File: src/rtl/otp_pkg.sv
// otp_pkg: shared width default, controller state encoding and LFSR step
// for the one-time-pad key scheduler.
package otp_pkg;

  localparam int unsigned OTP_DATA_W = 8;

  typedef enum logic [1:0] {
    NOKEY,
    IDLE,
    HOLD
  } otp_state_t;

  // One Galois LFSR step: shift right, fold in taps when the dropped bit is 1.
  function automatic logic [OTP_DATA_W-1:0] lfsr_step(
    input logic [OTP_DATA_W-1:0] k,
    input logic [OTP_DATA_W-1:0] taps
  );
    return (k >> 1) ^ (k[0] ? taps : '0);
  endfunction

endpackage

File: src/rtl/otp_key_scheduler_if.sv
// otp_key_scheduler_if: two plaintext requester handshakes plus the
// ciphertext response handshake. slave = scheduler side, master = clients.
interface otp_key_scheduler_if
  import otp_pkg::*;
#(
  parameter int unsigned DATA_W = OTP_DATA_W
);
  logic              req0_valid;
  logic [DATA_W-1:0] req0_data;
  logic              req0_ready;
  logic              req1_valid;
  logic [DATA_W-1:0] req1_data;
  logic              req1_ready;
  logic              rsp_valid;
  logic [DATA_W-1:0] rsp_data;
  logic              rsp_id;
  logic              rsp_ready;

  modport slave (
    input  req0_valid, req0_data, req1_valid, req1_data, rsp_ready,
    output req0_ready, req1_ready, rsp_valid, rsp_data, rsp_id
  );

  modport master (
    output req0_valid, req0_data, req1_valid, req1_data, rsp_ready,
    input  req0_ready, req1_ready, rsp_valid, rsp_data, rsp_id
  );
endinterface

File: src/rtl/otp_rr_arb.sv
// otp_rr_arb: two-input round-robin arbiter. The grant is combinational
// from the request vector; the pointer (last granted index) moves only
// when the caller reports an accept.
module otp_rr_arb (
  input  logic       clk,
  input  logic       rst_n,
  input  logic [1:0] i_req,
  input  logic       i_accept,
  output logic [1:0] o_gnt
);
  logic r_last;

  // On contention grant the requester that did not win last time.
  always_comb begin
    o_gnt = i_req;
    if (i_req == 2'b11) begin
      o_gnt = r_last ? 2'b01 : 2'b10;
    end
  end

  // Pointer starts at 1 so requester 0 wins the first contention.
  always_ff @(posedge clk or negedge rst_n) begin
    if (!rst_n) begin
      r_last <= 1'b1;
    end else if (i_accept) begin
      r_last <= o_gnt[1];
    end
  end
endmodule

File: src/rtl/otp_key_scheduler.sv
// otp_key_scheduler: sequences an XOR one-time pad shared by two requesters.
// The key advances through a Galois LFSR after every use and is zeroized
// after MAX_USES uses. Optional build macro OTP_MASK_EN stores the key as
// two boolean shares refreshed with rnd_in; port-visible behaviour is the same.
module otp_key_scheduler
  import otp_pkg::*;
#(
  parameter int unsigned       DATA_W    = OTP_DATA_W,
  parameter logic [DATA_W-1:0] LFSR_TAPS = 8'hB8,
  parameter int unsigned       MAX_USES  = 16
) (
  input  logic              clk,
  input  logic              reset_n,
  input  logic              key_load,
  input  logic [DATA_W-1:0] key_in,
`ifdef OTP_MASK_EN
  input  logic [DATA_W-1:0] rnd_in,
`endif
  output logic              key_valid,
  output logic [7:0]        uses_left,
  otp_key_scheduler_if.slave bus
);
  localparam logic [7:0] USES_INIT = 8'(MAX_USES);

  otp_state_t        r_state;
  otp_state_t        w_next;
  logic [1:0]        w_gnt;
  logic              w_arb_en;
  logic              w_accept;
  logic              w_load;
  logic              w_rsp_done;
  logic              w_zeroize;
  logic [DATA_W-1:0] w_sel_data;
  logic [DATA_W-1:0] w_ct;
  logic              r_rsp_valid;
  logic [DATA_W-1:0] r_rsp_data;
  logic              r_rsp_id;
  logic [7:0]        r_uses;

  otp_rr_arb u_arb (
    .clk      (clk),
    .rst_n    (reset_n),
    .i_req    ({bus.req1_valid, bus.req0_valid}),
    .i_accept (w_accept),
    .o_gnt    (w_gnt)
  );

  assign w_accept   = w_arb_en & (|w_gnt);
  assign w_load     = key_load & (key_in != '0) & ((r_state == NOKEY) | (r_state == IDLE));
  assign w_rsp_done = (r_state == HOLD) & bus.rsp_ready;
  assign w_zeroize  = w_rsp_done & (r_uses == '0);
  assign w_sel_data = w_gnt[1] ? bus.req1_data : bus.req0_data;

  assign bus.req0_ready = w_gnt[0] & w_arb_en;
  assign bus.req1_ready = w_gnt[1] & w_arb_en;
  assign bus.rsp_valid  = r_rsp_valid;
  assign bus.rsp_data   = r_rsp_data;
  assign bus.rsp_id     = r_rsp_id;
  assign uses_left      = r_uses;

  // FSM state register.
  always_ff @(posedge clk or negedge reset_n) begin
    if (!reset_n) begin
      r_state <= NOKEY;
    end else begin
      r_state <= w_next;
    end
  end

  // FSM next-state: load -> serve one byte -> wait for consumer.
  always_comb begin
    w_next = r_state;
    case (r_state)
      NOKEY:   if (w_load) w_next = IDLE;
      IDLE:    if (w_accept) w_next = HOLD;
      HOLD:    if (w_rsp_done) w_next = (r_uses != '0) ? IDLE : NOKEY;
      default: w_next = NOKEY;
    endcase
  end

  // FSM outputs: a key_load in IDLE blocks arbitration for that cycle.
  always_comb begin
    key_valid = 1'b0;
    w_arb_en  = 1'b0;
    case (r_state)
      IDLE: begin
        key_valid = 1'b1;
        w_arb_en  = ~key_load;
      end
      HOLD:    key_valid = 1'b1;
      default: ;
    endcase
  end

`ifdef OTP_MASK_EN
  logic [DATA_W-1:0] r_sh0;
  logic [DATA_W-1:0] r_sh1;

  // sh0 is folded in first so the unmasked key never exists as a wire.
  assign w_ct = (w_sel_data ^ r_sh0) ^ r_sh1;

  // Share update: the LFSR step is linear, so stepping each share and
  // adding the same fresh mask to both keeps sh0 ^ sh1 equal to the key.
  always_ff @(posedge clk or negedge reset_n) begin
    if (!reset_n) begin
      r_sh0 <= '0;
      r_sh1 <= '0;
    end else if (w_load) begin
      r_sh0 <= key_in ^ rnd_in;
      r_sh1 <= rnd_in;
    end else if (w_accept) begin
      r_sh0 <= lfsr_step(r_sh0, LFSR_TAPS) ^ rnd_in;
      r_sh1 <= lfsr_step(r_sh1, LFSR_TAPS) ^ rnd_in;
    end else if (w_zeroize) begin
      r_sh0 <= '0;
      r_sh1 <= '0;
    end
  end
`else
  logic [DATA_W-1:0] r_key;

  assign w_ct = w_sel_data ^ r_key;

  // Key register: seed, advance per use, clear on exhaustion.
  always_ff @(posedge clk or negedge reset_n) begin
    if (!reset_n) begin
      r_key <= '0;
    end else if (w_load) begin
      r_key <= key_in;
    end else if (w_accept) begin
      r_key <= lfsr_step(r_key, LFSR_TAPS);
    end else if (w_zeroize) begin
      r_key <= '0;
    end
  end
`endif

  // Response register and use counter; rsp_data is kept after handshake.
  always_ff @(posedge clk or negedge reset_n) begin
    if (!reset_n) begin
      r_rsp_valid <= 1'b0;
      r_rsp_data  <= '0;
      r_rsp_id    <= 1'b0;
      r_uses      <= '0;
    end else begin
      if (w_load) begin
        r_uses <= USES_INIT;
      end else if (w_accept) begin
        r_rsp_valid <= 1'b1;
        r_rsp_data  <= w_ct;
        r_rsp_id    <= w_gnt[1];
        r_uses      <= r_uses - 8'd1;
      end
      if (w_rsp_done) begin
        r_rsp_valid <= 1'b0;
      end
    end
  end
endmodule

File: src/flat_wrapper.sv
// flat-port wrapper written by rule: the top's interface ports become plain ports
module otp_key_scheduler_flat import otp_pkg::*;
#(
  parameter int unsigned       DATA_W    = OTP_DATA_W,
  parameter logic [DATA_W-1:0] LFSR_TAPS = 8'hB8,
  parameter int unsigned       MAX_USES  = 16
)
  (clk, reset_n, key_load, key_in, key_valid, uses_left, bus_req0_valid, bus_req0_data, bus_req1_valid, bus_req1_data, bus_rsp_ready, bus_req0_ready, bus_req1_ready, bus_rsp_valid, bus_rsp_data, bus_rsp_id);
  otp_key_scheduler_if #(.DATA_W(DATA_W)) bus_i ();
  input  logic clk;
  input  logic reset_n;
  input  logic key_load;
  input  logic [DATA_W-1:0] key_in;
  output logic key_valid;
  output logic [7:0] uses_left;
  input wire logic [$bits(bus_i.req0_valid)-1:0] bus_req0_valid;
  input wire logic [$bits(bus_i.req0_data)-1:0] bus_req0_data;
  input wire logic [$bits(bus_i.req1_valid)-1:0] bus_req1_valid;
  input wire logic [$bits(bus_i.req1_data)-1:0] bus_req1_data;
  input wire logic [$bits(bus_i.rsp_ready)-1:0] bus_rsp_ready;
  output wire logic [$bits(bus_i.req0_ready)-1:0] bus_req0_ready;
  output wire logic [$bits(bus_i.req1_ready)-1:0] bus_req1_ready;
  output wire logic [$bits(bus_i.rsp_valid)-1:0] bus_rsp_valid;
  output wire logic [$bits(bus_i.rsp_data)-1:0] bus_rsp_data;
  output wire logic [$bits(bus_i.rsp_id)-1:0] bus_rsp_id;
  assign bus_i.req0_valid = bus_req0_valid;
  assign bus_i.req0_data = bus_req0_data;
  assign bus_i.req1_valid = bus_req1_valid;
  assign bus_i.req1_data = bus_req1_data;
  assign bus_i.rsp_ready = bus_rsp_ready;
  assign bus_req0_ready = bus_i.req0_ready;
  assign bus_req1_ready = bus_i.req1_ready;
  assign bus_rsp_valid = bus_i.rsp_valid;
  assign bus_rsp_data = bus_i.rsp_data;
  assign bus_rsp_id = bus_i.rsp_id;
  otp_key_scheduler #(.DATA_W(DATA_W), .LFSR_TAPS(LFSR_TAPS), .MAX_USES(MAX_USES)) u_core (.clk(clk), .reset_n(reset_n), .key_load(key_load), .key_in(key_in), .key_valid(key_valid), .uses_left(uses_left), .bus(bus_i));
endmodule
File: config.mk
export PLATFORM = sky130hd
export DESIGN_NAME = otp_key_scheduler_flat
export DESIGN_NICKNAME = d
export VERILOG_FILES = /design/src/rtl/otp_pkg.sv /design/src/rtl/otp_key_scheduler_if.sv /design/src/rtl/otp_rr_arb.sv /design/src/rtl/otp_key_scheduler.sv /design/src/flat_wrapper.sv
export SDC_FILE = /design/constraint.sdc
export NUM_CORES = 1
export LEC_CHECK = 0
export CORE_ASPECT_RATIO = 0.9
export CORE_MARGIN = 2
export CORE_UTILIZATION = 50
export CTS_CLUSTER_SIZE = 28
export DETAILED_ROUTE_END_ITERATION = 16
export PLACE_DENSITY = 0.85
export REMOVE_ABC_BUFFERS = 1
export SLEW_MARGIN = 20
export SYNTH_ARGS = -nofsm -noshare
export SYNTH_HDL_FRONTEND = slang
export SYNTH_SLANG_ARGS = --single-unit
File: constraint.sdc
create_clock -name clk -period 3.8 [get_ports clk]
set_input_delay 0.57 -clock clk [delete_from_list [all_inputs] [get_ports clk]]
set_output_delay 0.57 -clock clk [all_outputs]
set_load 0.03 [all_outputs]
; ---- Yosys cells after proc, flatten, opt, wreduce, memory -nomap -nowiden
; Index checks and enable logic that the tools add are counted.
[totals]
register_bits = 29
in_bits = 30
wordCells = 58
[classes]
addsub = 1
n_eq_ne = 7
mux = 19
bitwise = 12
reduce_logical = 12
[op_table]
columns = operator, n
row1 = $mux 8, 7
row2 = $reduce_bool 8->1, 2
row3 = $mux 2, 5
row4 = $logic_not 8->1, 1
row5 = $sub 8x1->8 const B, 1
row6 = $xor 7x8->8, 1
row7 = $xor 8x8->8, 1
row8 = $and 1x1->1, 7
row9 = $mux 1, 6
row10 = $pmux 2 s3, 1
row11 = $eq 2x2->1 const B, 2
row12 = $ne 2x1->1 const B, 2
row13 = $ne 2x2->1 const B, 2
row14 = $reduce_and 2->1, 2
row15 = $reduce_bool 2->1, 2
row16 = $reduce_or 2->1, 2
row17 = $reduce_and 3->1, 1
row18 = $reduce_bool 3->1, 1
row19 = $eq 2x1->1 const B, 1
row20 = $logic_not 2->1, 1
row21 = $not 1->1, 2
row22 = $or 1x1->1, 1

; ---- Logic depth before layout (Yosys ltp)
[depth]
word_depth = 7
depth_mapped = 9
mapped_depth_nobuf = 6

; ---- By module
; Synthesis repeated with hierarchy kept, for this count alone.
[hier_totals]
cells_unflattened = 159
area_unflattened_um2 = 1701.6
[modules_own_cells]
columns = module, instances, cells_per_inst, area_each_um2
row1 = otp_key_scheduler, 1, 154, 1637.8
row2 = otp_rr_arb, 1, 5, 63.8

; ---- Least setup slack after synthesis
; Ideal clock, no wire load.
[synth_path]
path_type = register -> output
startpoint = register u_core.r_state[1]
endpoint = output bus_req0_ready
arrival_time_ns = 1.487
required_ns = 3.230
slack_ns = 1.743
path_stages_with_launch = 7
path_cell_list = dfrtp_1 -> inv_1 -> ha_1 -> nor2b_1 -> buf_4 -> nand2_1 -> a21oi_1
[synth_between]
elab_chain_len = 3
[synth_lines]
columns = element, line_no
row1 = start: declaration, otp_key_scheduler.sv:25  ; otp_state_t r_state;
row2 = start signal: assignment, otp_key_scheduler.sv:66  ; r_state <= w_next;
row3 = $eq 2x1->1, otp_key_scheduler.sv:85  ; case (r_state)
row4 = $mux 1, otp_key_scheduler.sv:85
row5 = $and 1x1->1, otp_key_scheduler.sv:54  ; assign bus.req0_ready = w_gnt[0] & w_arb_en;
row6 = end: declaration, flat_wrapper.sv:21  ; output wire logic [$bits(bus_i.req0_ready)-1:0] bus_req0_ready;
; Every way passes these cells.

; ---- Worst setup path after layout
; Same ends and word-level chain as after synthesis.

==> out/qor_table.md <==
| Group | Parameter | This run |
|:---|:---|:---|
| outcome | Run status | finished, final reports clean |
| clock network | CTS buffer count | 5 |
| sta | Setup Total Neg Slack | 0 ns |
| routing | Vias/cell | 5.23 |
| synthesis | Largest area contributor in the netlist | sky130_fd_sc_hd__dfrtp_1 |
| synthesis | Register bit count reported by yosys | 29 |
| finish | Ratio of cells with drive above 1 in the final layout | 9.39% |
| routing | Detailed Route WL | 3860 um |
| finish | Area growth, synth to finish | 37.6% |
| synthesis | Syn Inst Count | 159 |
| floorplan | Die Ht | 58.5 um |
| routing | DRT antenna net count | 0 |
| critical path | Top fanout value on the critical path | 10 |
| critical path | Type of element launching the critical path | register |
| clock network | Clock-pin slew on the worst setup and hold paths | 0.10 ns |
| finish | Final core occ | 73.4% |
| power and ir drop | Overall Power | 1.82 mW |
| global route | Via count of the first global-routing pass | 1312 |
| global route | Global-route wire length before repair | 6370 um |
| critical path | Type of destination of the critical path | output port |
| sta | Max Clock Freq | 334 MHz |
| sta | Final Slew Violations | 0 |
| sta | Setup repair after global routing missed its margin | no |
| routing | Total iterations of the first detailed-routing run | 4 |
| clock network | Setup fix buffers added after clock tree synthesis | 0 |
| hold path | Type of the most critical hold path | reg2reg |
| synthesis | Warning count from the yosys run | 0 |
| critical path | Arrival time at the worst endpoint | 2.42 ns |
| floorplan | Number of placement rows | 19 |
| placement | Quantity of I/O buffers inserted on ports | 50 |
| clock network | Number of hold-repair buffers added at the cts stage | 0 |
| clock network | Latest clock arrival within the worst-skew pair | 0.34 ns |
| power and ir drop | Pleak | 0.987 nW |
| sta | Relative slew margins | 45.5% |
| sta | Count of endpoints failing setup in the final report | 0 |
| sta | Min Tclk post-route | 2.99 ns |
| critical path | Required arrival time at the worst endpoint | 3.23 ns |
| clock network | # H-tree levels | 2 |
| placement | Placement Setup Slack | 0.884 ns |
| clock network | CTS tree | built |
| global route | Pin count of the biggest net entering global routing | 23 |
| power and ir drop | Areal power density over the cells | 804 nW/um2 |
| global route | Overall overflow remaining after global route | 0 |
| sta | Worst-case setup margin in the final layout | 0.806 ns |
| routing | Wire length per cell after detailed routing | 15.1 um |
| routing | DR DRC count | 0 |
| clock network | Number of buffers on the longest clock path | 2 |
| run | Maximum Capacitance Violations | 0 |
| synthesis | Number of distinct library cells after synthesis | 41 |
| synthesis | Number of synthesized flops with an enable pin | 0 |
| routing | Number of vias after detailed routing | 1333 |
| finish | Diodes inserted | 0 |
| power and ir drop | Peak supply drop | 559 uV |
| floorplan | Die width | 64.5 um |
| synthesis | Commonest register cell after synthesis | sky130_fd_sc_hd__dfrtp_1 |
| floorplan | Number of top-level pins | 51 |
| sta | Period utilisation layout | 78.8% |
| sta | Worst-case clock skew | 0.0143 ns |
| clock network | Post-cts gate resize count | 0 |
| synthesis | Cells taking the most area after synthesis | sky130_fd_sc_hd__dfrtp_1 (42%), sky130_fd_sc_hd__xor2_1 (7.4%), sky130_fd_sc_hd__mux2i_1 (4.9%) |
| global route | Initial antenna violation count | 0 |
| synthesis | Synth top area share | 42.5% |
| routing | DR iter-0 viols | 23 |
| clock network | Cell at the root of the clock tree | sky130_fd_sc_hd__clkbuf_4 |
| synthesis | List of most frequent post-synthesis cells | sky130_fd_sc_hd__dfrtp_1 (28), sky130_fd_sc_hd__o21ai_0 (15), sky130_fd_sc_hd__xor2_1 (14) |
| placement | HPWL after detailed placement | 2960 um |
| clock network | Clock Sink Count | 29 |
| synthesis | Average instance area after synthesis | 10.4 um2 |
| synthesis | Most used standard cell by instance count after synthesis | sky130_fd_sc_hd__dfrtp_1 |
| global route | Total routing resource utilization after global routing | 22.8% |
| sta | Endpoints failing hold | 0 |
| finish | Final-stage net count | 247 |
| floorplan | Std-Cell Core Area | 3090 um2 |
| floorplan | Initial cell density of the core | 53.4% |
| critical path | Classification of the worst setup path | reg2out |
| sta | Worst slew pin tran | 0.815 ns |
| floorplan | DIE AREA | 3770 um2 |
| synthesis | Post-synth ARST share | 100% |
| placement | Final RePlAce weighted congestion | 0.872 |
| synthesis | Synthesized area | 1650 um2 |
| synthesis | Register area share after synthesis | 44.1% |
state kept, by name (all words and copies together), names as in the netlist:
signal / cells
u_core.u_arb.r_last: 1
u_core.bus.rsp_id: 1
u_core.r_key: 8
u_core.r_state: 2
u_core.bus.rsp_valid: 1
u_core.uses_left: 8
u_core.bus.rsp_data: 8
cells in the final DEF, fill, tap and decap left out, types with 2 or more instances in the layout:
master                            instances
sky130_fd_sc_hd__a21boi_1                 2
sky130_fd_sc_hd__a21oi_1                  3
sky130_fd_sc_hd__a221o_1                  5
sky130_fd_sc_hd__and2_1                   6
sky130_fd_sc_hd__buf_4                    4
sky130_fd_sc_hd__clkbuf_4                 5
sky130_fd_sc_hd__clkdlybuf4s50_1         50
sky130_fd_sc_hd__dfrtp_1                 28
sky130_fd_sc_hd__ha_1                     5
sky130_fd_sc_hd__inv_1                    7
sky130_fd_sc_hd__mux2_4                   3
sky130_fd_sc_hd__mux2i_1                  8
sky130_fd_sc_hd__nand2_1                 13
sky130_fd_sc_hd__nand2b_1                 2
sky130_fd_sc_hd__nand3_1                  3
sky130_fd_sc_hd__nand4_1                  2
sky130_fd_sc_hd__nor2_1                  11
sky130_fd_sc_hd__nor4_1                   2
sky130_fd_sc_hd__o211ai_1                 2
sky130_fd_sc_hd__o21ai_0                 15
sky130_fd_sc_hd__or3_1                    2
sky130_fd_sc_hd__xnor2_1                  3
sky130_fd_sc_hd__xor2_1                  14
power breakdown:
| part | total, mW | internal [mW] | switching (mW) |
|---|---|---|---|
| logic | 0.976 | 0.451 | 0.525 |
| registers | 0.577 | 0.445 | 0.132 |
| clock network | 0.270 | 0.157 | 0.113 |
| total | 1.82 | 1.05 | 0.770 |
cells by family after synthesis:
logic type | share of synthesized area [%]
AOI/OAI and AO/OA | 13.9
xor gates and xnor gates | 9.03
adders and majority gates | 3.79
buffers and inverters | 4.55
DFF | 44.1
muxes | 8.27
and+or+nand+nor | 16.4
layout make-up:
cell class                      instances  area (um2)
Timing Repair Buffer                   54         531
Clock buffer                            7        55.1
Inverter                                7        26.3
Fill cell                             232         822
Multi-Input combinational cell        115         847
Clock inverter                          1        30.0
Sequential cell                        29         727
Tap cell                               42        52.6
worst max-delay path: stages, from the launching register on:
cell	delay [ns]
sky130_fd_sc_hd__dfrtp_1	0.42
sky130_fd_sc_hd__inv_1	0.12
sky130_fd_sc_hd__ha_1	0.25
sky130_fd_sc_hd__nor2b_1	0.18
sky130_fd_sc_hd__buf_4	0.18
sky130_fd_sc_hd__nand2_1	0.06
sky130_fd_sc_hd__a21oi_1	0.18
sky130_fd_sc_hd__clkdlybuf4s50_1	0.70
worst paths after layout:
kind                                           to                   start  slack [ns]  cells past startpoint
max                                bus_req0_ready       u_core.r_state[1]        0.81                      7
min                        u_core.bus.rsp_data[0]  u_core.bus.rsp_data[0]        0.49                      2
max reg2reg                       u_core.r_key[3]       u_core.r_state[1]        1.42                      7
min reg2reg                u_core.bus.rsp_data[0]  u_core.bus.rsp_data[0]        0.49                      2
max in group asynchronous     u_core.u_arb.r_last                 reset_n        2.36                      2
min in group asynchronous  u_core.bus.rsp_data[5]                 reset_n        0.69                      1
layer usage:
metal,part of all wire (%),global-route usage [%]
met4,1.5,11.6
met1,44,29.3
met2,50,37.2
met3,4.1,4.59
met5,0,0
stage by stage:
step                      cells  instance area [um2]  hold slack [ns]
after global routing        255                 2270            0.523
after global placement      247                 2180            0.461
after detailed placement    247                 2180            0.479
final                       255                 2270            0.493
after CTS                   255                 2270            0.499
after floorplan             151                 1600            0.274
Note: power is estimated with default switching activity, not from simulation.
